--- src/rtl/ptp_ts_fifo_if.sv ---
// Bus-register and timestamp-capture signals of one PTP timestamp queue.
// slave = the queue itself, master = the bus/capture side driving it.
interface ptp_ts_fifo_if;
  logic [31:0] bus2ip_addr_i;
  logic [31:0] bus2ip_data_i;
  logic        bus2ip_rd_ce_i;
  logic        bus2ip_wr_ce_i;
  logic [31:0] ip2bus_data_o;
  logic        ts_valid_i;
  logic [47:0] ts_sec_i;
  logic [31:0] ts_ns_i;
  logic [15:0] ts_seqid_i;
  logic [3:0]  ts_msgtype_i;
  logic        ts_int_o;

  modport slave (
    input  bus2ip_addr_i, bus2ip_data_i, bus2ip_rd_ce_i, bus2ip_wr_ce_i,
    input  ts_valid_i, ts_sec_i, ts_ns_i, ts_seqid_i, ts_msgtype_i,
    output ip2bus_data_o, ts_int_o
  );

  modport master (
    output bus2ip_addr_i, bus2ip_data_i, bus2ip_rd_ce_i, bus2ip_wr_ce_i,
    output ts_valid_i, ts_sec_i, ts_ns_i, ts_seqid_i, ts_msgtype_i,
    input  ip2bus_data_o, ts_int_o
  );
endinterface

--- src/rtl/ptp_ts_fifo.sv ---
// PTP timestamp queue read through 32-bit registers at TS_BASE_ADDR+0..+5; head data combinational, pop/int one cycle later.
// No backpressure: full captures are dropped with ovf set, or overwrite the oldest entry when PTP_TS_FIFO_OVERWRITE_EN is defined.
module ptp_ts_fifo #(
  parameter logic [31:0] TS_BASE_ADDR = 32'h310,
  parameter int          DEPTH        = 4,
  parameter int          AW           = 2
) (
  input  logic          bus2ip_clk,
  input  logic          bus2ip_rst_n,
  ptp_ts_fifo_if.slave  bus
);

  typedef struct packed {
    logic [3:0]  msgtype;
    logic [15:0] seqid;
    logic [47:0] sec;
    logic [31:0] ns;
  } ts_entry_t;

  ts_entry_t     mem [DEPTH];
  ts_entry_t     head;
  ts_entry_t     wr_entry;
  logic [AW-1:0] wr_ptr;
  logic [AW-1:0] rd_ptr;
  logic [AW:0]   count;
  logic [AW:0]   count_nxt;
  logic          ovf;
  logic          ts_int;
  logic          rd_ce_z1;
  logic [31:0]   addr_z1;
  logic          empty;
  logic          full;
  logic          access_end;
  logic          pop_req;
  logic          stat_clr;
  logic          flush;
  logic          do_push;
  logic          do_pop;
  logic          rd_adv;
  logic          ovf_set;
  logic [31:0]   status;
  logic [31:0]   rdata;
  logic          unused_data;

  assign unused_data = ^bus.bus2ip_data_i[31:1];

  assign empty = (count == '0);
  assign full  = (count == (AW+1)'(DEPTH));

  // An access ends when rd_ce drops or the address moves while rd_ce stays high.
  assign access_end = rd_ce_z1 && (!bus.bus2ip_rd_ce_i || (bus.bus2ip_addr_i != addr_z1));
  assign pop_req    = access_end && (addr_z1 == TS_BASE_ADDR + 32'd4);
  assign stat_clr   = access_end && (addr_z1 == TS_BASE_ADDR);
  assign flush      = bus.bus2ip_wr_ce_i && (bus.bus2ip_addr_i == TS_BASE_ADDR + 32'd5) &&
                      bus.bus2ip_data_i[0];

  assign wr_entry = '{msgtype: bus.ts_msgtype_i, seqid: bus.ts_seqid_i,
                      sec: bus.ts_sec_i, ns: bus.ts_ns_i};

  always_comb begin
    do_pop    = pop_req && !empty && !flush;
    do_push   = 1'b0;
    rd_adv    = do_pop;
    ovf_set   = 1'b0;
    count_nxt = count;
    if (bus.ts_valid_i && !flush) begin
      if (!full || do_pop) begin
        do_push = 1'b1;
      end else begin
        ovf_set = 1'b1;
`ifdef PTP_TS_FIFO_OVERWRITE_EN
        do_push = 1'b1;
        rd_adv  = 1'b1;
`endif
      end
    end
    case ({do_push, rd_adv})
      2'b10:   count_nxt = count + (AW+1)'(1);
      2'b01:   count_nxt = count - (AW+1)'(1);
      default: count_nxt = count;
    endcase
  end

  always_ff @(posedge bus2ip_clk or negedge bus2ip_rst_n) begin
    if (!bus2ip_rst_n) begin
      wr_ptr   <= '0;
      rd_ptr   <= '0;
      count    <= '0;
      ovf      <= 1'b0;
      ts_int   <= 1'b0;
      rd_ce_z1 <= 1'b0;
      addr_z1  <= '0;
    end else begin
      rd_ce_z1 <= bus.bus2ip_rd_ce_i;
      addr_z1  <= bus.bus2ip_addr_i;
      ts_int   <= do_push;
      if (flush) begin
        wr_ptr <= '0;
        rd_ptr <= '0;
        count  <= '0;
      end else begin
        if (do_push) wr_ptr <= wr_ptr + AW'(1);
        if (rd_adv)  rd_ptr <= rd_ptr + AW'(1);
        count <= count_nxt;
      end
      // A fresh overflow in the same cycle as a STATUS read end keeps ovf set.
      if (ovf_set)       ovf <= 1'b1;
      else if (stat_clr) ovf <= 1'b0;
    end
  end

  always_ff @(posedge bus2ip_clk) begin
    if (do_push) mem[wr_ptr] <= wr_entry;
  end

  assign head   = empty ? '0 : mem[rd_ptr];
  assign status = {23'b0, ovf, 1'b0, empty, 6'(count)};

  always_comb begin
    rdata = '0;
    if (bus.bus2ip_rd_ce_i) begin
      case (bus.bus2ip_addr_i)
        TS_BASE_ADDR:          rdata = status;
        TS_BASE_ADDR + 32'd1:  rdata = {16'b0, head.sec[47:32]};
        TS_BASE_ADDR + 32'd2:  rdata = head.sec[31:0];
        TS_BASE_ADDR + 32'd3:  rdata = head.ns;
        TS_BASE_ADDR + 32'd4:  rdata = {12'b0, head.msgtype, head.seqid};
        default:               rdata = '0;
      endcase
    end
  end

  assign bus.ip2bus_data_o = rdata;
  assign bus.ts_int_o      = ts_int;

endmodule

--- src/flat_wrapper.sv ---
// flat-port wrapper written by rule: the top's interface ports become plain ports
module ptp_ts_fifo_flat 
#(
  parameter logic [31:0] TS_BASE_ADDR = 32'h310,
  parameter int          DEPTH        = 4,
  parameter int          AW           = 2
)
  (bus2ip_clk, bus2ip_rst_n, bus_bus2ip_addr_i, bus_bus2ip_data_i, bus_bus2ip_rd_ce_i, bus_bus2ip_wr_ce_i, bus_ts_valid_i, bus_ts_sec_i, bus_ts_ns_i, bus_ts_seqid_i, bus_ts_msgtype_i, bus_ip2bus_data_o, bus_ts_int_o);
  ptp_ts_fifo_if bus_i ();
  input  logic bus2ip_clk;
  input  logic bus2ip_rst_n;
  input wire logic [$bits(bus_i.bus2ip_addr_i)-1:0] bus_bus2ip_addr_i;
  input wire logic [$bits(bus_i.bus2ip_data_i)-1:0] bus_bus2ip_data_i;
  input wire logic [$bits(bus_i.bus2ip_rd_ce_i)-1:0] bus_bus2ip_rd_ce_i;
  input wire logic [$bits(bus_i.bus2ip_wr_ce_i)-1:0] bus_bus2ip_wr_ce_i;
  input wire logic [$bits(bus_i.ts_valid_i)-1:0] bus_ts_valid_i;
  input wire logic [$bits(bus_i.ts_sec_i)-1:0] bus_ts_sec_i;
  input wire logic [$bits(bus_i.ts_ns_i)-1:0] bus_ts_ns_i;
  input wire logic [$bits(bus_i.ts_seqid_i)-1:0] bus_ts_seqid_i;
  input wire logic [$bits(bus_i.ts_msgtype_i)-1:0] bus_ts_msgtype_i;
  output wire logic [$bits(bus_i.ip2bus_data_o)-1:0] bus_ip2bus_data_o;
  output wire logic [$bits(bus_i.ts_int_o)-1:0] bus_ts_int_o;
  assign bus_i.bus2ip_addr_i = bus_bus2ip_addr_i;
  assign bus_i.bus2ip_data_i = bus_bus2ip_data_i;
  assign bus_i.bus2ip_rd_ce_i = bus_bus2ip_rd_ce_i;
  assign bus_i.bus2ip_wr_ce_i = bus_bus2ip_wr_ce_i;
  assign bus_i.ts_valid_i = bus_ts_valid_i;
  assign bus_i.ts_sec_i = bus_ts_sec_i;
  assign bus_i.ts_ns_i = bus_ts_ns_i;
  assign bus_i.ts_seqid_i = bus_ts_seqid_i;
  assign bus_i.ts_msgtype_i = bus_ts_msgtype_i;
  assign bus_ip2bus_data_o = bus_i.ip2bus_data_o;
  assign bus_ts_int_o = bus_i.ts_int_o;
  ptp_ts_fifo #(.TS_BASE_ADDR(TS_BASE_ADDR), .DEPTH(DEPTH), .AW(AW)) u_core (.bus2ip_clk(bus2ip_clk), .bus2ip_rst_n(bus2ip_rst_n), .bus(bus_i));
endmodule
--- config.mk ---
export PLATFORM = sky130hd
export DESIGN_NAME = ptp_ts_fifo_flat
export DESIGN_NICKNAME = d
export VERILOG_FILES = /design/src/rtl/ptp_ts_fifo_if.sv /design/src/rtl/ptp_ts_fifo.sv /design/src/flat_wrapper.sv
export SDC_FILE = /design/constraint.sdc
export NUM_CORES = 1
export LEC_CHECK = 0
export CORE_AREA = 4 4 162 203
export DETAILED_ROUTE_END_ITERATION = 7
export DIE_AREA = 0 0 166 207
export PLACE_DENSITY = 0.77
export SYNTH_ARGS = -nofsm -noshare
export SYNTH_HDL_FRONTEND = slang
export SYNTH_SLANG_ARGS = --single-unit
--- constraint.sdc ---
create_clock -name bus2ip_clk -period 6.4 [get_ports bus2ip_clk]
set_input_delay 0.96 -clock bus2ip_clk [delete_from_list [all_inputs] [get_ports bus2ip_clk]]
set_output_delay 0.96 -clock bus2ip_clk [all_outputs]
set_load 0.03 [all_outputs]
==> summary.md, run 1 <==
| Metric | Value |
|---|---|
| Final hold vios | 0 |
| Worst-Skew Late Latency | 540 ps |
| CTS tree | built |
| Pin count of the biggest net entering global routing | 64 |
| Crit path cell chain | clkdlybuf4s50_1 > nor3_1 > nand3b_1 > or3b_2 > nor2_1 > buf_4 > o21bai_1 > nor2_1 > clkdlybuf4s50_1 |
| Number of buffers inserted by hold repair at cts | 0 |
| Main synth FF type | edfxtp_1 |
| Via density | 5.93 |
| Mapped Nets | 988 |
| FF/Latch Area | 0.0131 mm² |
| Post-detail-place hpwl | 21700 µm |
| Crit path kind | input pin to output pin |
| Die H | 207 µm |
| Crit path setup slack, layout | 1190 ps |
| Max-slew violations | 0 |
| Share of layout cells above drive strength 1 | 0.187 |
| Final setup fails | 0 |
| Headroom to the max-slew limit | 0.127 |
| Die area | 0.0344 mm² |
| Drt wl/cell | 24.2 µm |
| Asr flop ratio synth | 0.0950 |
| Syn_area_per_cell | 20.9 µm² |
| Period utilization | 0.814 |
| Post-Route Skew | 12.7 ps |
| Fill count | 1988 |
| CTS Buffer Depth | 3 |
| H-tree lvl count | 2 |
| Num Clock Sinks | 442 |
| Via count | 8594 |
| Period minus WS final | 5210 ps |
| Leakage | 6.59 nW |
| Slowest cell on crit path | clkdlybuf4s50_1 |
| FP Rows | 72 |
| Multi-input logic area | 0.00384 mm² |
| Worst min path class | register to register |
| Initial antenna violation count | 5 |
| Setup crit end | bus_ip2bus_data_o[23] |
| First-pass GRT wire length | 54800 µm |
| ANT nets after route | 0 |
| Slowest Stage Delay on Critical Path | 720 ps |
| Status | finished clean |
| Cells after Synth | 814 |
| IO Pins | 202 |
| Register bit total from synthesis | 442 |
| Crit path launch | bus_bus2ip_addr_i[3] |
| Clk root buf | clkbuf_16 |
| Critical Path Source Type | input pin |
| Port Buffers | 170 |
| Pwr/cell area | 339 mW/mm² |
| Post-CTS Setup Repair Bufs | 0 |
| TritonCTS Buffers | 43 |
| Die X | 166 µm |
| Worst reg2reg startpoint | u_core.addr_z1[20]$_DFF_PN0_ |
| Cell variety after synth | 42 |
| Total congestion overflow | 0 |
| CTS clk-pin slew, worst paths | 60 ps |
| Number of max-cap violations | 0 |
| Sequential fraction of the synthesis area | 0.766 |
| Area growth syn-to-layout | 21.4% |
| Worst endpoint required time | 5440 ps |
| Crit Path Max Fanout | 12 |
| Mapped cell area | 0.0171 mm² |
| Peak VDD IR | 201 µV |
| Final #Nets | 1184 |
| All-Layer GR Usage | 0.205 |
| Post-DP Area | 0.0193 mm² |
| Core Region | 0.0309 mm² |
| Vias in the first global route | 9219 |
| Post-place setup slack | 1170 ps |
| Yosys warns | 0 |
| Critical Path Sink Type | output pin |
| Final instance area | 0.0207 mm² |
| GP Congestion | 0.814 |
| Pre-Repair DR Iteration Count | 4 |
| Worst-Margin Slew | 1310 ps |
| Residual DRC count | 0 |
| FMAX | 192 MHz |
| WP data arrival | 4250 ps |
| R2R setup slack | 2530 ps |
| Initial drt markers | 677 |
| Setup TNS | 0 ps |
| Starting Density | 0.552 |
| R2R Path End | u_core.mem[1][28]$_DFFE_PP_ |
| RSZ-0062 raised after global routing | false |
| Worst reg2reg path depth | 8 |
| Routed wire length | 35100 µm |
| Post-cts sizing count | 0 |
| Post-synth EDFFs | 400 |
metrics by stage:
stage | total power [mW] | hold slack, ps | cells | util
floorplan | 4.32 | 462 | 814 | -
global placement | 4.60 | 532 | 1372 | 0.626
detailed placement | 4.64 | 523 | 1372 | 0.626
CTS | 7.09 | 539 | 1448 | 0.670
global route | 7.29 | 571 | 1450 | 0.670
finish | 7.01 | 535 | 1450 | 0.670
worst max-delay path: cells and delay by family:
kind | cells | cell delay (ps)
buf+inv | 3 | 1430
simple gates | 5 | 1410
compound gates | 1 | 420
synthesized netlist by cell type (2+ instances only):
master / count / area (µm²)
nand4_1: 11 / 68.8
xor2_1: 3 / 26.3
clkbuf_1: 25 / 93.8
nor3b_1: 5 / 37.5
o21ai_0: 5 / 25.0
nand3_1: 3 / 15.0
nand2_1: 14 / 52.6
nand3b_1: 3 / 22.5
and2_1: 6 / 37.5
nor4b_1: 4 / 35.0
buf_2: 9 / 45.0
edfxtp_1: 400 / 12000
buf_1: 3 / 11.3
nor2_1: 38 / 143
mux2i_1: 2 / 20.0
a221oi_1: 4 / 35.0
nor4_1: 10 / 62.6
dfrtp_1: 42 / 1050
xnor2_1: 33 / 289
mux2_2: 2 / 22.5
nor3_1: 9 / 45.0
a31oi_1: 5 / 31.3
inv_1: 3 / 11.3
ha_1: 4 / 50.1
mux4_2: 100 / 2250
nor2b_1: 3 / 18.8
a21oi_1: 12 / 60.1
a22oi_1: 42 / 315
report_power, final:
part           total [mW]  switching [mW]  internal (mW)
Combinational       0.743           0.442          0.301
Sequential           3.83           0.116           3.71
Clock                2.44            1.01           1.44
worst min-delay path by stage:
| stage | startpoint | to | slack [ps] | cells past startpoint |
|---|---|---|---|---|
| 2_1_floorplan | u_core.ovf$_DFFE_PN0P_ | u_core.ovf$_DFFE_PN0P_ | 460 | 2 |
| 3_3_place_gp | u_core.ovf$_DFFE_PN0P_ | u_core.ovf$_DFFE_PN0P_ | 530 | 2 |
| 3_5_place_dp | u_core.ovf$_DFFE_PN0P_ | u_core.ovf$_DFFE_PN0P_ | 520 | 2 |
| 4_1_cts | u_core.ovf$_DFFE_PN0P_ | u_core.ovf$_DFFE_PN0P_ | 540 | 2 |
| 5_1_grt | u_core.ovf$_DFFE_PN0P_ | u_core.ovf$_DFFE_PN0P_ | 570 | 2 |
| 6_report | u_core.ovf$_DFFE_PN0P_ | u_core.ovf$_DFFE_PN0P_ | 530 | 2 |
placed cells by master, fill, tap and decap left out, types with 5 or more instances in the layout:
master / Yosys / layout
a21oi_1: 12 / 12
mux4_2: 100 / 100
nor3_1: 9 / 9
clkbuf_1: 25 / 13
nand2_1: 14 / 14
dfrtp_1: 42 / 40
nor4_1: 10 / 10
a22oi_1: 42 / 42
clkdlybuf4s50_1: 0 / 167
edfxtp_1: 400 / 400
xnor2_1: 33 / 33
o21ai_0: 5 / 5
clkbuf_16: 0 / 44
a31oi_1: 5 / 5
nor2_1: 38 / 38
buf_12: 0 / 6
clkinv_1: 0 / 6
nand4_1: 11 / 11
buf_4: 1 / 15
cell type report:
type | instances | area share
multi-input combinational | 331 | 0.185
antenna | 2 | 0.000242
clock buffer | 58 | 0.0562
inverter | 3 | 0.000544
sequential | 442 | 0.631
tap | 407 | 0.0246
clock inverter | 18 | 0.00979
timing repair buffer | 189 | 0.0922
sequential cells by signal, indices dropped and copies added (netlist names):
signal,cells
u_core.addr_z1,32
u_core.bus.ts_int_o,1
u_core.count,3
u_core.mem,400
u_core.ovf,1
u_core.rd_ce_z1,1
u_core.rd_ptr,2
u_core.wr_ptr,2
layer usage:
metal / GRT usage / up-vias / share of wire
met1: 0.274 / 4457 / 0.40
met5: 0 / - / 0.0013
met4: 0.0663 / 6 / 0.023
li1: - / 3778 / -
met2: 0.343 / 290 / 0.52
met3: 0.0452 / 63 / 0.064
kinds of logic after synthesis:
kind of cell / count (synthesis) / synth area share
flip-flops: 442 / 0.766
AND/OR/NAND/NOR: 112 / 0.0354
multiplexers: 105 / 0.135
AO/OA/AOI/OAI: 73 / 0.0306
buffers and inverters: 41 / 0.00991
XOR/XNOR: 36 / 0.0185
adder cells (fa/ha/maj): 5 / 0.00411
(Power assumes the default switching activity.)
==> inputs of run 2 (changes only) <==
==> constraint.sdc (replaced) <==
create_clock -name bus2ip_clk -period 5.4 [get_ports bus2ip_clk]
set_input_delay 0.81 -clock bus2ip_clk [delete_from_list [all_inputs] [get_ports bus2ip_clk]]
set_output_delay 0.81 -clock bus2ip_clk [all_outputs]
set_load 0.03 [all_outputs]
==> run 2 against run 1 <==
Effect of this change:
- count of clock-buffer cells in the layout down 1
- via count increased by 0.17%
- clock power up 19%
- non-clock buffer count increased by 11
- register-to-register slack worse by 780 ps
- final area rose by 0.48%
- sequential power grew 18%
- worst hold slack worse by 100 ps
- combinational power up 26%
==> summary.md, run 2 (synthesis results as in run 1) <==
| Metric | Value |
|---|---|
| Status | finished clean |
| Total congestion overflow | 0 |
| Commonest cells after routing, fill and taps aside | edfxtp_1, clkdlybuf4s50_1, mux4_2 |
| Final #Nets | 1195 |
| Initial drt markers | 659 |
| Post-Route Skew | 19.1 ps |
| Most flops, register | u_core.mem |
| Residual DRC count | 0 |
| Crit path kind | input pin to output pin |
| Pin count of the biggest net entering global routing | 54 |
| CTS tree | built |
| Max FFs per register | 400 |
| Number of buffers inserted by hold repair at cts | 0 |
| Die H | 207 µm |
| Slowest cell on crit path | clkdlybuf4s50_1 |
| Clk root buf | clkbuf_16 |
| Most common cell after layout, fill and taps aside | edfxtp_1 |
| Num Clock Sinks | 442 |
| All-Layer GR Usage | 0.206 |
| CTS clk-pin slew, worst paths | 60 ps |
| Period minus WS final | 4810 ps |
| Die area | 0.0344 mm² |
| Post-CTS Setup Repair Bufs | 0 |
| Number of max-cap violations | 0 |
| Leakage | 6.69 nW |
| Setup TNS | 0 ps |
| Die X | 166 µm |
| Core Region | 0.0309 mm² |
| Biggest regs | u_core.mem (400), u_core.addr_z1 (32), u_core.count (3) |
| Headroom to the max-slew limit | 0.302 |
| Max-slew violations | 0 |
| Port Buffers | 170 |
| Worst-Margin Slew | 1040 ps |
| Final hold vios | 0 |
| ANT nets after route | 0 |
| GP Congestion | 0.832 |
| Worst-Skew Late Latency | 540 ps |
| First-pass GRT wire length | 54900 µm |
| Critical Path Source Type | input pin |
| Starting Density | 0.552 |
| Crit Path Max Fanout | 16 |
| Routed wire length | 35200 µm |
| Initial antenna violation count | 3 |
| Final setup fails | 0 |
| Via count | 8609 |
| TritonCTS Buffers | 43 |
| Share of layout cells above drive strength 1 | 0.208 |
| CTS Buffer Depth | 3 |
| Vias in the first global route | 9368 |
| Post-detail-place hpwl | 22700 µm |
| Most frequent CP cell | clkdlybuf4s50_1 |
| Peak VDD IR | 271 µV |
| Drt wl/cell | 24.1 µm |
| Crit path cell chain | clkdlybuf4s50_1 > nor4_1 > nand4_1 > nor2_1 > nand3b_1 > buf_4 > nor3b_1 > clkdlybuf4s50_1 |
| Post-cts sizing count | 0 |
| Area growth syn-to-layout | 22.0% |
| Util after Layout | 0.673 |
| RSZ-0062 raised after global routing | false |
| Worst min path class | input pin to async pin |
| Via density | 5.90 |
| Pwr/cell area | 402 mW/mm² |
| Slowest Stage Delay on Critical Path | 800 ps |
| Worst endpoint required time | 4590 ps |
| CP bufs+invs | 3 |
| IO Pins | 202 |
| Pre-Repair DR Iteration Count | 5 |
| H-tree lvl count | 2 |
| FMAX | 208 MHz |
| FP Rows | 72 |
| WP data arrival | 4000 ps |
| Critical Path Sink Type | output pin |
| Period utilization | 0.891 |
| CP delay by family, top | buffers and inverters |
-- run 2: changes by cell type in the layout (fill, tap and decap cells not counted) --
cell             previous run  this run
clkinv_1                    6         2
diode_2                     2         1
clkdlybuf4s50_1           167       157
buf_4                      15        32
bufinv_16                   4         5
buf_12                      6        10
clkinv_2                    4         8
clkinv_8                    1         0
clkbuf_16                  44        43
-- run 2: where the power goes --
| group | total [mW] | switching, mW | internal [mW] | leakage, nW |
|---|---|---|---|---|
| combinational | 0.936 | 0.539 | 0.397 | 1.88 |
| sequential | 4.53 | 0.139 | 4.39 | 4.14 |
| clock | 2.90 | 1.18 | 1.72 | 0.662 |
-- run 2: area by class of cell --
type                    count  area [µm²]
multi-input cells         331        3840
inverters                   3        11.3
flip-flops and latches    442       13100
repair buffers            200        2020
clock buffers              57        1140
clock inverters            18         221
diodes                      1        2.50
fillers                  1981       10100
well taps                 407         509
-- run 2: through the flow --
step	hold WS [ps]	cells	setup slack, ps	total power [mW]	cell area (µm²)
4_1_cts	438	1458	646	8.45	20800
2_1_floorplan	462	814	596	5.12	17100
3_3_place_gp	519	1383	679	5.50	19400
6_report	434	1459	590	8.37	20800
5_1_grt	506	1459	473	8.69	20800
3_5_place_dp	518	1383	661	5.55	19400
-- run 2: per-layer routing --
metal	wire [µm]	vias to the layer above	GRT usage	part of all wire
met5	27	-	0	0.00077
met4	635	4	0.0518	0.018
met3	2420	44	0.0500	0.069
met2	18500	293	0.349	0.52
met1	13600	4465	0.273	0.39
li1	-	3803	-	-
-- run 2: path summary, 6_finish.rpt --
check / startpoint / endpoint / slack (ps) / depth (start not counted)
min in group bus2ip_clk: u_core.ovf$_DFFE_PN0P_ / u_core.ovf$_DFFE_PN0P_ / 530 / 2
max reg2reg: u_core.addr_z1[20]$_DFF_PN0_ / u_core.mem[0][72]$_DFFE_PP_ / 1750 / 8
min: bus2ip_rst_n / u_core.addr_z1[3]$_DFF_PN0_ / 430 / 1
min reg2reg: u_core.ovf$_DFFE_PN0P_ / u_core.ovf$_DFFE_PN0P_ / 530 / 2
max: bus_bus2ip_addr_i[18] / bus_ip2bus_data_o[31] / 590 / 8
max in group asynchronous: bus2ip_rst_n / u_core.rd_ptr[0]$_DFFE_PN0P_ / 4280 / 1
==> inputs of run 3 (changes only) <==
--- a/config.mk
+++ b/config.mk
@@ -8,7 +8,7 @@
 export CORE_AREA = 4 4 162 203
 export DETAILED_ROUTE_END_ITERATION = 7
 export DIE_AREA = 0 0 166 207
-export PLACE_DENSITY = 0.77
+export PLACE_DENSITY = 0.79
 export SYNTH_ARGS = -nofsm -noshare
 export SYNTH_HDL_FRONTEND = slang
 export SYNTH_SLANG_ARGS = --single-unit
==> run 3 against run 2 <==
Effect of this change:
- non-clock buffer count rose by 2
- combinational power rose by 2%
- via count rose by 0.24%
- clock skew rose by 5.2 ps
- critical path depth rose by 1
- register-to-register slack got worse by 50 ps
- fmax rose by 3.8%
- global-route usage rose by 0.36 points
- die area did not move
- core utilization barely moved
- routed wire length rose by 2.3%
- critical endpoint is now bus_ip2bus_data_o[3]
- largest cell class unchanged
==> summary.md, run 3 (synthesis results as in run 1) <==
| Metric | Value |
|---|---|
| Worst reg2reg path depth | 8 |
| Die X | 166 µm |
| All-Layer GR Usage | 0.209 |
| Status | finished clean |
| Post-CTS Setup Repair Bufs | 0 |
| Clk root buf | clkbuf_16 |
| WP data arrival | 3820 ps |
| Die area | 0.0344 mm² |
| Leakage | 6.70 nW |
| Die H | 207 µm |
| CTS Buffer Depth | 3 |
| Total congestion overflow | 0 |
| Most flops, register | u_core.mem |
| Area growth syn-to-layout | 22.0% |
| Max-slew violations | 0 |
| Period utilization | 0.858 |
| Biggest regs | u_core.mem (400), u_core.addr_z1 (32), u_core.count (3) |
| CTS tree | built |
| Post-Route Skew | 24.3 ps |
| Critical Path Source Type | input pin |
| ANT nets after route | 0 |
| First-pass GRT wire length | 55400 µm |
| Final setup fails | 0 |
| Crit Path Max Fanout | 11 |
| Period minus WS final | 4630 ps |
| FF/Latch Area | 0.0131 mm² |
| IO Pins | 202 |
| Logic pwr share | 0.114 |
| Sw Ratio | 0.227 |
| Most common cell after layout, fill and taps aside | edfxtp_1 |
| Multi-input logic area | 0.00384 mm² |
| Number of buffers inserted by hold repair at cts | 0 |
| Clk pwr share | 0.342 |
| GP Congestion | 0.825 |
| H-tree lvl count | 2 |
| Crit path kind | input pin to output pin |
| Core Region | 0.0309 mm² |
| Residual DRC count | 0 |
| Setup TNS | 0 ps |
| Final #Nets | 1197 |
| Initial antenna violation count | 5 |
| Initial drt markers | 850 |
| P_int | 6.46 mW |
| Via count | 8630 |
| Worst min path class | input pin to async pin |
| Worst-Margin Slew | 929 ps |
| Util after Layout | 0.673 |
| Worst reg2reg startpoint | u_core.addr_z1[20]$_DFF_PN0_ |
| TritonCTS Buffers | 43 |
| Worst-Skew Late Latency | 540 ps |
| RSZ-0062 raised after global routing | false |
| Routed wire length | 36000 µm |
| R2R setup slack | 1700 ps |
| Pin count of the biggest net entering global routing | 57 |
| R2R Path End | u_core.mem[0][42]$_DFFE_PP_ |
| Via density | 5.89 |
| Worst endpoint required time | 4590 ps |
| Commonest cells after routing, fill and taps aside | edfxtp_1, clkdlybuf4s50_1, mux4_2 |
| Num Clock Sinks | 442 |
| Share of layout cells above drive strength 1 | 0.213 |
| Drt wl/cell | 24.6 µm |
| Final hold vios | 0 |
| FP Rows | 72 |
| Headroom to the max-slew limit | 0.381 |
| Peak VDD IR | 298 µV |
| Reg power frac | 0.544 |
| Number of max-cap violations | 0 |
| CTS clk-pin slew, worst paths | 60 ps |
| Starting Density | 0.552 |
| Max FFs per register | 400 |
| Post-detail-place hpwl | 22900 µm |
| Post-cts sizing count | 0 |
| Sw power | 1.89 mW |
| Port Buffers | 170 |
| Pre-Repair DR Iteration Count | 5 |
| Fill count | 1991 |
| Critical Path Sink Type | output pin |
| FMAX | 216 MHz |
| Vias in the first global route | 9262 |
| Hold Slack | 408 ps |
| Pwr/cell area | 401 mW/mm² |
run 3: cell types whose count changed in the layout (fill, tap and decap cells not counted), sizes merged:
cell    delta
clkinv     +9
inv        -1
bufinv     -2
diode      +3
clkbuf     -4
buf        +2
run 3: area by class of cell:
| class | instances | area share |
|---|---|---|
| diodes | 4 | 0.000481 |
| clock inverters | 24 | 0.00926 |
| clock buffers | 53 | 0.0556 |
| repair buffers | 202 | 0.0971 |
| flip-flops and latches | 442 | 0.628 |
| well taps | 407 | 0.0245 |
| multi-input cells | 331 | 0.184 |
| inverters | 3 | 0.000541 |
run 3: worst max path at each step:
| stage | cells past startpoint | slack [ps] | end | from |
|---|---|---|---|---|
| floorplan | 8 | 600 | u_core.mem[0][0]$_DFFE_PP_ | bus_bus2ip_addr_i[1] |
| global placement | 9 | 780 | bus_ip2bus_data_o[10] | bus_bus2ip_addr_i[3] |
| detailed placement | 9 | 730 | bus_ip2bus_data_o[3] | bus_bus2ip_addr_i[5] |
| CTS | 9 | 720 | bus_ip2bus_data_o[3] | bus_bus2ip_addr_i[5] |
| global route | 9 | 560 | bus_ip2bus_data_o[10] | bus_bus2ip_addr_i[3] |
| finish | 9 | 770 | bus_ip2bus_data_o[3] | bus_bus2ip_addr_i[5] |
run 3: stage by stage:
stage / cells / power, mW / setup WS (ps) / instance area, µm²
global placement: 1385 / 5.51 / 779 / 19400
finish: 1466 / 8.35 / 767 / 20800
CTS: 1462 / 8.42 / 725 / 20800
floorplan: 814 / 5.12 / 596 / 17100
global route: 1466 / 8.67 / 555 / 20800
detailed placement: 1385 / 5.57 / 726 / 19400
run 3: worst max-delay path, cell delays in order:
cell and delay [ps]:
clkdlybuf4s50_1 470, nor3_1 190, nand3b_1 250, nor3_1 320
and2_1 510, buf_4 240, a22oi_1 120, a21oi_1 190
clkdlybuf4s50_1 700
run 3: metal layers:
layer	part of all wire	up-vias	track usage
li1	-	3805	-
met2	0.51	317	0.340
met4	0.029	2	0.0731
met1	0.40	4445	0.282
met3	0.062	61	0.0507
met5	0.00033	-	0
run 3: power groups by stage:
stage	logic, mW	registers [mW]	clock network (mW)
finish	0.951	4.54	2.85
global placement	0.952	4.56	0
detailed placement	0.967	4.61	0
global route	1.03	4.59	3.06
CTS	0.974	4.55	2.90
floorplan	0.501	4.62	0
